[src/rtl/maxnet_iter_ctrl.sv]
// maxnet_iter_ctrl: drives four PLUs through multiply/add/ReLU passes and feeds
// the ReLU results back until one activation survives, none do, or MAX_ITER passes elapse.
module maxnet_iter_ctrl #(
    parameter int WIDTH    = 32,
    parameter int MAX_ITER = 64,
    parameter int CW       = $clog2(MAX_ITER + 1)
) (
    input  logic             clk,
    input  logic             rst,
    input  logic             start,
    input  logic [WIDTH-1:0] a_init1,
    input  logic [WIDTH-1:0] a_init2,
    input  logic [WIDTH-1:0] a_init3,
    input  logic [WIDTH-1:0] a_init4,
    input  logic [WIDTH-1:0] plu_out1,
    input  logic [WIDTH-1:0] plu_out2,
    input  logic [WIDTH-1:0] plu_out3,
    input  logic [WIDTH-1:0] plu_out4,
    output logic [WIDTH-1:0] act1,
    output logic [WIDTH-1:0] act2,
    output logic [WIDTH-1:0] act3,
    output logic [WIDTH-1:0] act4,
    output logic             w_we,
    output logic             a_we,
    output logic             r1_we,
    output logic             r2_we,
    output logic             r3_we,
    output logic             done,
    output logic             found,
    output logic             timeout,
    output logic [1:0]       winner,
    output logic [CW-1:0]    iter_count
);
    typedef enum logic [2:0] {IDLE, LOAD, MUL, ADD, RELU, CAPTURE, CHECK, DONE} state_t;
    state_t state, state_nx;
    logic first;
    logic [3:0] pos;
    logic [2:0] npos;
    logic [1:0] pidx;
    logic at_limit;
    logic restart;

    // Positive means sign bit clear and value non-zero.
    assign pos = {~act4[WIDTH-1] & |act4, ~act3[WIDTH-1] & |act3,
                  ~act2[WIDTH-1] & |act2, ~act1[WIDTH-1] & |act1};
    assign npos = 3'(pos[0]) + 3'(pos[1]) + 3'(pos[2]) + 3'(pos[3]);
    assign pidx = pos[0] ? 2'd0 : pos[1] ? 2'd1 : pos[2] ? 2'd2 : 2'd3;
    assign at_limit = iter_count == CW'(MAX_ITER);
    assign restart = (state == IDLE || state == DONE) && start;

    always_ff @(posedge clk or posedge rst) begin
        if (rst) state <= IDLE;
        else state <= state_nx;
    end

    always_comb begin
        state_nx = state;
        w_we = 1'b0;
        a_we = 1'b0;
        r1_we = 1'b0;
        r2_we = 1'b0;
        r3_we = 1'b0;
        done = 1'b0;
        case (state)
            IDLE:    state_nx = start ? LOAD : IDLE;
            LOAD:    begin a_we = 1'b1; w_we = first; state_nx = MUL; end
            MUL:     begin r1_we = 1'b1; state_nx = ADD; end
            ADD:     begin r2_we = 1'b1; state_nx = RELU; end
            RELU:    begin r3_we = 1'b1; state_nx = CAPTURE; end
            CAPTURE: state_nx = CHECK;
            CHECK:   state_nx = (npos <= 3'd1 || at_limit) ? DONE : LOAD;
            DONE:    begin done = 1'b1; state_nx = start ? LOAD : DONE; end
            default: state_nx = IDLE;
        endcase
    end

    always_ff @(posedge clk or posedge rst) begin
        if (rst) begin
            act1 <= '0;
            act2 <= '0;
            act3 <= '0;
            act4 <= '0;
            found <= 1'b0;
            timeout <= 1'b0;
            winner <= '0;
            iter_count <= '0;
            first <= 1'b0;
        end else begin
            if (restart) begin
                act1 <= a_init1;
                act2 <= a_init2;
                act3 <= a_init3;
                act4 <= a_init4;
                found <= 1'b0;
                timeout <= 1'b0;
                winner <= '0;
                iter_count <= '0;
                first <= 1'b1;
            end
            // Weights only need loading once per competition.
            if (state == LOAD) first <= 1'b0;
            if (state == CAPTURE) begin
                act1 <= plu_out1;
                act2 <= plu_out2;
                act3 <= plu_out3;
                act4 <= plu_out4;
                iter_count <= iter_count + CW'(1);
            end
            if (state == CHECK) begin
                if (npos == 3'd1) begin
                    found <= 1'b1;
                    winner <= pidx;
                end else if (npos != 3'd0 && at_limit) timeout <= 1'b1;
            end
        end
    end
endmodule

[config.mk]
export PLATFORM = sky130hd
export DESIGN_NAME = maxnet_iter_ctrl
export DESIGN_NICKNAME = d
export VERILOG_FILES = /design/src/rtl/maxnet_iter_ctrl.sv
export SDC_FILE = /design/constraint.sdc
export NUM_CORES = 1
export LEC_CHECK = 0
export CELL_PAD_IN_SITES_DETAIL_PLACEMENT = 1
export CELL_PAD_IN_SITES_GLOBAL_PLACEMENT = 2
export CORE_ASPECT_RATIO = 2
export CORE_MARGIN = 2
export CORE_UTILIZATION = 22
export DETAILED_ROUTE_END_ITERATION = 7
export PLACE_DENSITY_LB_ADDON = 0.1
export SLEW_MARGIN = 15
export SYNTH_ARGS = -nofsm -noshare
export SYNTH_HDL_FRONTEND = slang
export SYNTH_SLANG_ARGS = --single-unit
[constraint.sdc]
create_clock -name clk -period 5.6 [get_ports clk]
set_input_delay 1.12 -clock clk [delete_from_list [all_inputs] [get_ports clk]]
set_output_delay 1.12 -clock clk [all_outputs]
set_load 0.01 [all_outputs]
# Yosys cells after proc, flatten, opt, wreduce, memory -nomap -nowiden
# Cells that the tools add are included.
[totals] reg_bits=143 out_inout_bits=145 in_bits=259 elab_cells=79
[classes] reduce_logical=12 n_lt_le_gt_ge=1 mux=35 n_addsub=4 n_bitwise=8 n_eq_ne=9
[op_table] operator="two-way mux 32 bit" count=8
[op_table] operator="OR reduction 32 bit" count=4
[op_table] operator="one-hot mux 3 bit (8 select lines)" count=1
[op_table] operator="two-way mux 1 bit" count=17
[op_table] operator="two-way mux 7 bit" count=2
[op_table] operator="== test 3 bit (second input constant)" count=4
[op_table] operator="two-way mux 2 bit" count=5
[op_table] operator="adder 7 x 1 -> 7 bit (second input constant)" count=1
[op_table] operator="== test 7 bit (second input constant)" count=1
[op_table] operator="== test 3 x 1 -> 1 bit (second input constant)" count=2
[op_table] operator="== test 3 x 2 -> 1 bit (second input constant)" count=2
[op_table] operator="two-way mux 3 bit" count=2
[op_table] operator="bitwise AND 1 bit" count=4
[op_table] operator="NOT 1 bit" count=4
[op_table] operator="nonzero test 2 bit" count=2
[op_table] operator="adder 2 x 1 -> 3 bit" count=1
[op_table] operator="adder 3 x 1 -> 3 bit" count=1
[op_table] operator="<= comparator 3 x 1 -> 1 bit (second input constant)" count=1
[op_table] operator="logical NOT 3 bit" count=1
[op_table] operator="nonzero test 3 bit" count=1
[op_table] operator="adder 1 x 1 -> 2 bit" count=1
[op_table] operator="logical AND 1 bit" count=2
[op_table] operator="logical OR 1 bit" count=2

# Depth between registers and ports, before layout
# Gate-level depths: netlist of run 1.
[depth] word_depth=10 depth_mapped=12 mapped_depth_nobuf=12

# Worst setup path after synthesis of run 1
# Ideal clock, no wire load.
[synth_timing] path_type="reg2reg" startpoint="register act1[20]" endpoint="register winner[0]" path_stages_with_launch=13 n_path_buf=0 setup_time_ps=83 synth_period_minus_slack_ps=2692 path_slack_ps=2908 arrival_ps=2610 required_time_ps=5517 path_cell_list="dfrtp_1 nor4_1 nand4_1 o21bai_1 fa_1 inv_1 ha_1 inv_1 ha_1 nor2_1 nand4_1 nand2b_1 o21ai_0"
[synth_between] elab_chain_len=8 word_cells_on_any_way=9 cone_classes="add/sub (3); eq/ne (1); mux (3); bitwise (1); reduce/logical (1)"
[synth_lines] element="from (decl)" line="19" source="output logic [WIDTH-1:0] act1,"
[synth_lines] element="from (signal assigned)" line="90" source="act1 <= a_init1;"
[synth_lines] element="from (signal assigned)" line="103" source="act1 <= plu_out1;"
[synth_lines] element="OR reduction 32 bit (*)" line="45" source="~act2[WIDTH-1] & |act2, ~act1[WIDTH-1] & |act1};"
[synth_lines] element="bitwise AND 1 bit (*)" line="45"
[synth_lines] element="adder 1 x 1 -> 2 bit" line="46" source="assign npos = 3'(pos[0]) + 3'(pos[1]) + 3'(pos[2]) + 3'(pos[3]);"
[synth_lines] element="adder 2 x 1 -> 3 bit" line="46"
[synth_lines] element="adder 3 x 1 -> 3 bit" line="46"
[synth_lines] element="== test 3 x 1 -> 1 bit" line="110" source="if (npos == 3'd1) begin"
[synth_lines] element="two-way mux 2 bit (*)" line="110"
[synth_lines] element="two-way mux 2 bit (*)" line="109" source="if (state == CHECK) begin"
[synth_lines] element="to (signal assigned)" line="112" source="winner <= pidx;"
[synth_lines] element="to (decl)" line="31" source="output logic [1:0] winner,"
# Every way passes the cells marked *; elsewhere a longest branch is shown, timed or not.
# A chain may end at the register's enable or synchronous reset.

# Worst setup path in the final report of run 1
[layout_timing] startpoint="register act1[0]" endpoint="register winner[0]"
# The elaborated chain is that of the path after synthesis.

==> results of run 1 <==
==> metrics by stage <==
step | power [mW] | util | hold WS, ns | setup WS (ns) | instances
after floorplan | 3.60 | - | 0.506 | 0.642 | 697
after global placement | 5.17 | 0.355 | 0.492 | 2.29 | 1487
after detailed placement | 5.21 | 0.355 | 0.495 | 2.25 | 1487
after CTS | 6.39 | 0.373 | 0.514 | 2.23 | 1519
after global routing | 6.72 | 0.373 | 0.548 | 1.99 | 1521
final | 6.25 | 0.373 | 0.503 | 2.33 | 1521
==> layout by cell type, fill, tap and decap left out, types with 6 or more instances in the layout <==
| master | n |
|---|---|
| sky130_fd_sc_hd__clkdlybuf4s50_1 | 403 |
| sky130_fd_sc_hd__dfrtp_1 | 143 |
| sky130_fd_sc_hd__nand2_1 | 139 |
| sky130_fd_sc_hd__mux2i_1 | 128 |
| sky130_fd_sc_hd__o21ai_1 | 124 |
| sky130_fd_sc_hd__nor4_1 | 32 |
| sky130_fd_sc_hd__clkbuf_16 | 17 |
| sky130_fd_sc_hd__o21ai_0 | 15 |
| sky130_fd_sc_hd__nand4_1 | 12 |
| sky130_fd_sc_hd__inv_1 | 9 |
| sky130_fd_sc_hd__nand3_1 | 7 |
| sky130_fd_sc_hd__nor2_1 | 6 |
| sky130_fd_sc_hd__ha_1 | 6 |
| sky130_fd_sc_hd__clkinv_2 | 6 |
==> path summary, 6_finish.rpt <==
path | startpoint | end | slack (ns) | depth (start not counted)
worst max-delay path | act1[0] | winner[0] | 2.33 | 12
worst min-delay path | found | found | 0.50 | 2
worst max register to register | act1[0] | winner[0] | 2.33 | 12
worst min register to register | found | found | 0.50 | 2
max in group asynchronous | rst | act1[18] | 3.47 | 3
min in group asynchronous | rst | act4[23] | 1.22 | 2
==> logic make-up (layout without fill, tap and decap cells) <==
logic type	after synthesis	after routing	share of synthesized area
AND/OR/NAND/NOR	212	212	0.136
AO/OA/AOI/OAI	149	149	0.109
flip-flops	143	143	0.497
multiplexers	128	128	0.178
buffers and inverters	56	451	0.0653
adder cells (fa/ha/maj)	7	7	0.0132
XOR/XNOR	2	2	0.00243
other	0	2	0
==> worst reg2reg max path: cells and delay by family, from the launching register on <==
family          cells  cell delay [ns]
compound gates      2             0.49
fa+ha+maj           3             0.92
buf+inv             2             0.12
flops               1             0.40
simple gates        5             1.27
==> per-layer routing <==
metal / wire length (um) / part of all wire
met1: 10700 / 0.33
met2: 18500 / 0.58
met3: 2210 / 0.069
met4: 547 / 0.017
met5: 27 / 0.00085
==> final cells by class <==
type	instances	area (sq um)	share of cell area
Clock buffer	18	429	0.0357
Antenna cell	2	5.00	0.000417
Inverter	10	42.5	0.00354
Clock inverter	14	141	0.0118
Multi-Input combinational cell	498	3150	0.262
Tap cell	427	534	0.0445
Timing Repair Buffer	409	4130	0.344
Sequential cell	143	3580	0.298
==> cells in the mapped netlist <==
master and count:
sky130_fd_sc_hd__mux2i_1 128, sky130_fd_sc_hd__ha_1 6, sky130_fd_sc_hd__clkbuf_1 15, sky130_fd_sc_hd__o21ai_0 15
sky130_fd_sc_hd__nor3_1 2, sky130_fd_sc_hd__dfrtp_1 143, sky130_fd_sc_hd__buf_6 3, sky130_fd_sc_hd__nor3b_4 1
sky130_fd_sc_hd__nor3b_1 1, sky130_fd_sc_hd__o21ai_4 1, sky130_fd_sc_hd__a21oi_1 1, sky130_fd_sc_hd__nand4_1 12
sky130_fd_sc_hd__inv_1 10, sky130_fd_sc_hd__xor2_1 1, sky130_fd_sc_hd__o31ai_1 1, sky130_fd_sc_hd__xnor2_1 1
sky130_fd_sc_hd__and2_1 4, sky130_fd_sc_hd__a32o_1 1, sky130_fd_sc_hd__buf_4 3, sky130_fd_sc_hd__nor2b_1 2
sky130_fd_sc_hd__and3_1 2, sky130_fd_sc_hd__buf_2 12, sky130_fd_sc_hd__fa_1 1, sky130_fd_sc_hd__a22o_1 1
sky130_fd_sc_hd__and3_4 1, sky130_fd_sc_hd__o21bai_1 3, sky130_fd_sc_hd__nand2_1 139, sky130_fd_sc_hd__nand3_1 7
sky130_fd_sc_hd__nand3b_1 1, sky130_fd_sc_hd__a31oi_1 1, sky130_fd_sc_hd__nand2b_1 1, sky130_fd_sc_hd__nor3_2 1
sky130_fd_sc_hd__o21ai_1 124, sky130_fd_sc_hd__nor4_1 32, sky130_fd_sc_hd__nor2_1 6, sky130_fd_sc_hd__buf_12 13
sky130_fd_sc_hd__o211a_1 1
==> registers in the layout, summed over array words and instances (netlist names) <==
name,flops
winner,2
state,3
act1,32
iter_count,7
timeout,1
act3,32
act4,32
found,1
act2,32
first,1
==> power by group <==
| part | internal, mW | total [mW] | switching, mW |
|---|---|---|---|
| Clock | 0.655 | 1.14 | 0.486 |
| Combinational | 1.64 | 3.09 | 1.45 |
| Sequential | 1.55 | 2.02 | 0.469 |
| Total | 3.84 | 6.25 | 2.41 |
==> results by stage, run 1 <==
Outcome:
- The flow ran to the end, and the final reports show no timing, DRC or antenna violations.

Clock tree:
- The number of hold buffers added after CTS is 0.
- Gates resized during post-CTS repair numbered 0.
- Counting every sink on the clock net gives 143.
- TritonCTS built the clock tree.
- The number of setup buffers added after CTS is 0.
- The clock passes through at most 2 buffers.
- TritonCTS created 17 clock buffers.
- The library cell used as clock root buffer is sky130_fd_sc_hd__clkbuf_16.
- The clock transition at the registers of the reported paths is 0.06 ns.
- CTS built an H-tree with a depth of 4.
- The clock network latency to the later pin of the worst-skew pair is 0.44 ns.

Floorplan:
- The die area is 0.0343 sq mm.
- The effective utilization at floorplan is 0.223.
- The floorplan step set the die height to 260 um.
- The floorplan step defined a core boundary enclosing between 0.03 and 0.04 sq mm.
- For this design the top-level I/O count stands at 404.
- The die width is 132 um.
- The initialized floorplan defines 93 standard-cell rows.

Cells and area:
- The post-layout net count is 1345.
- After routing the design area is between 0.01 and 0.015 sq mm.
- Of the cells placed in the final design, the portion with a size suffix greater than 1 is 0.0385.
- Compared with the post-synthesis result, the final layout area differs by 66.8%.
- The count of filler cells inserted in the layout is 3681.

Placement:
- Once placement finished, the instance area stood at 0.0114 sq mm.
- The final estimated routing congestion in global placement is 0.756.
- The post-DP HPWL is 24500 um.
- Port buffering added 403 buffers.

Synth:
- The per-instance average area after synthesis is slightly above 10 sq um.
- The fraction of synthesized cell area taken by the top area cell type is 0.497.
- The mapped netlist covers 0.00720 sq mm.
- The biggest area contributor in the post-synthesis netlist is sky130_fd_sc_hd__dfrtp_1.
- The net count of the mapped netlist is 963.
- The part of the Yosys area used for sequential elements is 0.497.
- After technology mapping, the gate count stands at 697.
- By area the synthesized netlist is led by sky130_fd_sc_hd__dfrtp_1 (50%), sky130_fd_sc_hd__mux2i_1 (18%), sky130_fd_sc_hd__o21ai_1 (8.6%).
- The number of unique standard cell types used by synthesis is 37.
- The number of register bits inferred by synthesis is roughly 140.
- The Yosys step of the flow raised 0 warnings.

Worst setup path:
- The startpoint-to-endpoint class of the critical path is flip-flop to flip-flop.
- The cell family contributing the most delay on the critical path is simple AND/OR/NAND/NOR gates.
- The number of buffers and inverters on the critical path is 2.
- The data required time at the worst endpoint is 5.96 ns.
- Traced cell by cell, the critical path runs through nor4_1, nand4_1, o21bai_1, fa_1, inv_1, ha_1, inv_1, ha_1, nor2_1, nand4_1, nand2b_1, o21ai_0.
- The worst endpoint data arrival time is 3.63 ns.
- The peak fanout along the critical path is 5.
- The worst setup path is launched from a flip-flop.
- For this design, the slowest cell found on the critical path is sky130_fd_sc_hd__nor4_1.
- The kind of end point of the critical path is a flip-flop.
- On the worst path, the slowest cell contributes a delay of 0.49 ns.

Timing:
- The total setup violations reported at the end of the flow is 0.
- The worst path in the final design needs a cycle of 3.27 ns, including I/O delays and setup.
- Between clock sinks in the finished design, the worst skew comes to about 0.011 ns.
- The max-slew violation total from the final report is 0.
- Setup repair after global routing left no endpoint under its margin.
- The number of hold violations in the final report is 0.
- The peak clock frequency supported by timing is 0.306 GHz.
- Measured against its own limit, the worst slew margin works out to 0.342.
- The slew of the pin with the lowest slew margin is 0.988 ns.
- The fraction of the cycle the final worst path needs is 0.584.
- Adding up every negative setup slack in the final design gives 0 ns.

Hold path:
- The type of the worst min-delay path is flip-flop to flip-flop.

Job:
- The max-cap check violation count is 0.

Detailed routing:
- The total via count after detailed routing is 6863.
- Dividing the detail-routed wire length by the instance count gives 21.0 um.
- The count of nets left with antenna violations once routing finished came out at 0.
- The initial detailed-routing violation count is roughly 180.
- The total wire length after detailed routing is 31900 um.
- After detailed routing, the number of remaining DRC violations is 0.
- The number of detailed-route iterations in the first pass is 4.
- Using the TritonRoute via totals, the vias-per-cell ratio works out to 4.51.

GRT:
- After global routing, the most crowded layer is met2.
- In the global route stage, met2 resource usage came out at 0.373.
- The residual overflow from global routing is 0.
- The global-route usage over all layers is 0.187.
- The number of global-route vias before repair came to 7608.
- The global-route track usage on met3 is 0.0628.
- The initial antenna violation count is 4.
- The pin count of the biggest net entering global routing is between 150 and 200.
- The first global-routing pass estimated between 40000 and 50000 um of wire.
- In the global route stage, met1 resource usage came out at 0.174.

Power and ir drop:
- The worst vdd rail ir drop is 251 uV.
- The leakage component of the power is 5.33 nW.
- Power spread over the standard cell area amounts to 520 mW/mm^2.
(Power assumes the default switching activity.)
==> inputs of run 2 (changes only) <==
clock period = 3.31 ns   (was 5.6 ns; I/O delays follow)
==> run 2 against run 1 <==
Non-clock buffer count grew 14. Routed wire length is essentially flat. Fmax grew 7.2%. Worst setup slack lost 2.1 ns. Clock skew shrank 0.0046 ns. Via count shrank 0.12%. Final cell count grew 0.85%. Design area grew 2.2%. Worst hold slack lost 0.015 ns. First-iteration DRC count shrank 17%. Clock-buffer cell count grew 1. Global-route usage grew 0.15 points. Critical path type unchanged. Highest routed layer is now met4.
==> results by stage, run 2 (same netlist as run 1, synthesis figures left out) <==
Worst setup path:
- The data required time at the worst endpoint is 3.67 ns (was 5.96 ns).
- The critical path's slowest cell was sky130_fd_sc_hd__fa_1 (was sky130_fd_sc_hd__nor4_1).
- The peak fanout along the critical path came to 4 (was 5).
- Critical Path, Cell by Cell: nor4_1, nand4_1, o21bai_2, fa_1, inv_1, ha_1, inv_1, ha_1, nor2_1, nand4_1, nand2b_1, o21ai_0 (was nor4_1, nand4_1, o21bai_1, fa_1, inv_1, ha_1, inv_1, ha_1, nor2_1, nand4_1, nand2b_1, o21ai_0).
- The element type at the critical path start is a flip-flop (unchanged).
- The maximum single-stage delay on the critical path is 0.44 ns (was 0.49 ns).
- The reg-to-reg critical path startpoint is act1[15] (was act1[0]).
- The first element of the critical path is act1[15] (was act1[0]).
- The worst endpoint data arrival time is 3.41 ns (was 3.63 ns).
- The startpoint-to-endpoint class of the critical path is flip-flop to flip-flop (unchanged).
- The kind of end point of the critical path is a flip-flop (unchanged).

GRT:
- The residual overflow from global routing is 0 (unchanged).
- The pin count of the biggest net entering global routing is 99 (was 193).
- The global-route wire length before repair is 48200 um (was 47700 um).
- The global-route usage over all layers is 0.188 (was 0.187).
- The initial antenna violation count came to 3 (was 4).
- The number of global-route vias before repair is 7654 (was 7608).

Detailed routing:
- The detailed-route vias per instance is 4.47 (was 4.51).
- The initial detailed-routing violation count is 152 (was 184).
- The detail-routed net length per standard cell was 20.8 um (was 21.0 um).
- The DRC violations left is 0 (unchanged).
- The number of routed nets with antenna violations is 0 (unchanged).
- The total via count after detailed routing is 6855 (was 6863).
- The total wire length after detailed routing is 31900 um (about the same).
- The number of detailed-route iterations in the first pass came to 4 (unchanged).

Floorplan:
- The number of top-level pins is 404 (unchanged).
- The die span in y came to 260 um (unchanged).
- The row count is 93 (unchanged).
- The die area is 0.0343 sq mm (unchanged).
- The core region area is 0.0322 sq mm (unchanged).
- The effective utilization at floorplan is 0.223 (unchanged).
- The die width is 132 um (unchanged).

Clock tree:
- The maximum buffer depth of the clock tree is 2 (unchanged).
- The clock buffer count from CTS is 17 (unchanged).
- The CTS tree is done (unchanged).
- The H-tree depth was 4 (unchanged).
- The TritonCTS sink count is 143 (unchanged).
- The library cell used as clock root buffer is sky130_fd_sc_hd__clkbuf_16 (unchanged).
- The clock transition at the registers of the reported paths was 0.06 ns (about the same).
- The clock network latency to the later pin of the worst-skew pair is 0.44 ns (about the same).

Job:
- The max-cap check violation count is 0 (unchanged).

Placement:
- The number of cells after detailed placement is 1500 (was 1487).
- The final estimated routing congestion in global placement is 0.752 (was 0.756).
- The placed instance area is 0.0116 sq mm (was 0.0114 sq mm).
- The post-DP HPWL is 24800 um (was 24500 um).
- The number of port buffers is 403 (unchanged).

Cells and area:
- The most frequent standard cell in the layout excluding fill and tap cells is sky130_fd_sc_hd__clkdlybuf4s50_1 (unchanged).
- The post-layout utilization of the core is 0.381 (was 0.373).
- Most frequent cells in the layout: sky130_fd_sc_hd__clkdlybuf4s50_1 (403), sky130_fd_sc_hd__dfrtp_1 (143), sky130_fd_sc_hd__nand2_1 (139), sky130_fd_sc_hd__mux2i_1 (128), sky130_fd_sc_hd__o21ai_1 (124) (unchanged).
- The fraction of final layout cells with drive strength greater than 1 is 0.0580 (was 0.0385).
- The layout-stage area growth over the synthesis result came to 70.4% (was 66.8%).
- The final non-filler cell area came to 0.0123 sq mm (was 0.0120 sq mm).
- The post-layout net count is 1359 (was 1345).
- The final standard cell count with taps included and fillers excluded was 1534 (was 1521).

Timing:
- The max-slew violation total from the final report is 0 (unchanged).
- The slew of the pin with the lowest slew margin is 0.501 ns (was 0.988 ns).
- The worst slew margin relative to its limit is 0.663 (was 0.342).
- The clock skew is 0.00616 ns (was 0.0108 ns).
- The total setup violations reported at the end of the flow was 0 (unchanged).
- The peak clock frequency supported by timing came to 0.328 GHz (was 0.306 GHz).
- The fraction of the cycle the final worst path needs came to 0.922 (was 0.584).
- The number of hold violations in the final report came to 0 (unchanged).
- The minimum clock period after layout came to 3.05 ns (was 3.27 ns).

Power and ir drop:
- The clock group share of total power is 0.188 (was 0.182).
- The net switching fraction of the power came to 0.378 (was 0.385).
- The switching component of the power is 4.14 mW (was 2.41 mW).
- The relative contribution of sequential cells to total power is 0.315 (was 0.323).
- The combinational group share of total power is 0.496 (was 0.495).
- The internal power component was 6.81 mW (was 3.84 mW).
- The worst vdd rail ir drop came to 386 uV (was 251 uV).
- The leakage component of the power is 5.44 nW (was 5.33 nW).
- The power per cell area is 892 mW/mm^2 (was 520 mW/mm^2).

Hold path:
- The type of the worst min-delay path is flip-flop to flip-flop (unchanged).
- The start point of the worst hold path is timeout (was found).

Outcome:
- Outcome: completed (unchanged).
## run 2: what timing repair did
| action | in CTS | in global routing |
|---|---|---|
| buffers inserted | 0 | 1 |
| resized for setup | 0 | 11 |
| endpoints found under the setup margin | 0 | 2 |
| endpoints found under the hold margin | 0 | 0 |
| hold buffers | 0 | 0 |
## run 2: path summary, 6_finish.rpt
kind | end | slack, ns | depth (start not counted)
min reg2reg | timeout | 0.49 | 2
max | winner[0] | 0.26 | 12
max reg2reg | winner[0] | 0.26 | 12
min | timeout | 0.49 | 2
max in group asynchronous | act4[17] | 2.18 | 3
min in group asynchronous | act1[18] | 0.69 | 3
## run 2: worst max-delay path: cells and delay by family, from the launching register on
kind                       cells  cell delay [ns]
adders and majority gates      3             0.90
and+or+nand+nor                5             1.18
buffers and inverters          2             0.12
AOI/OAI and AO/OA              2             0.38
DFF                            1             0.40
## run 2: power by group through the flow
stage          clock [mW]  combinational, mW  sequential (mW)
2_1_floorplan           0               2.49             3.60
3_3_place_gp            0               5.50             3.42
3_5_place_dp            0               5.53             3.47
4_1_cts              2.14               5.55             3.44
5_1_grt              2.19               5.95             3.60
6_report             2.06               5.43             3.45
## run 2: per-stage QoR
step	power (mW)	setup TNS (ns)	setup WS, ns	hold WS, ns
floorplan	6.09	0	0.618	0.506
global placement	8.92	0	0.148	0.462
detailed placement	8.99	0	0.0545	0.484
CTS	11.1	0	0.0232	0.498
global route	11.7	-0.0118	-0.0118	0.549
finish	10.9	0	0.257	0.488
## run 2: per-layer routing
| layer | track usage | wire, um |
|---|---|---|
| met5 | 0 | 0 |
| met4 | 0.0734 | 812 |
| met3 | 0.0612 | 2270 |
| met2 | 0.367 | 18200 |
| met1 | 0.179 | 10600 |
## run 2: cell type report
class,count,area [sq um]
Fill cell,3667,20000
Clock inverter,11,165
Inverter,10,41.3
Sequential cell,143,3580
Multi-Input combinational cell,498,3220
Clock buffer,19,443
Timing Repair Buffer,423,4280
Tap cell,427,534
Antenna cell,3,7.51
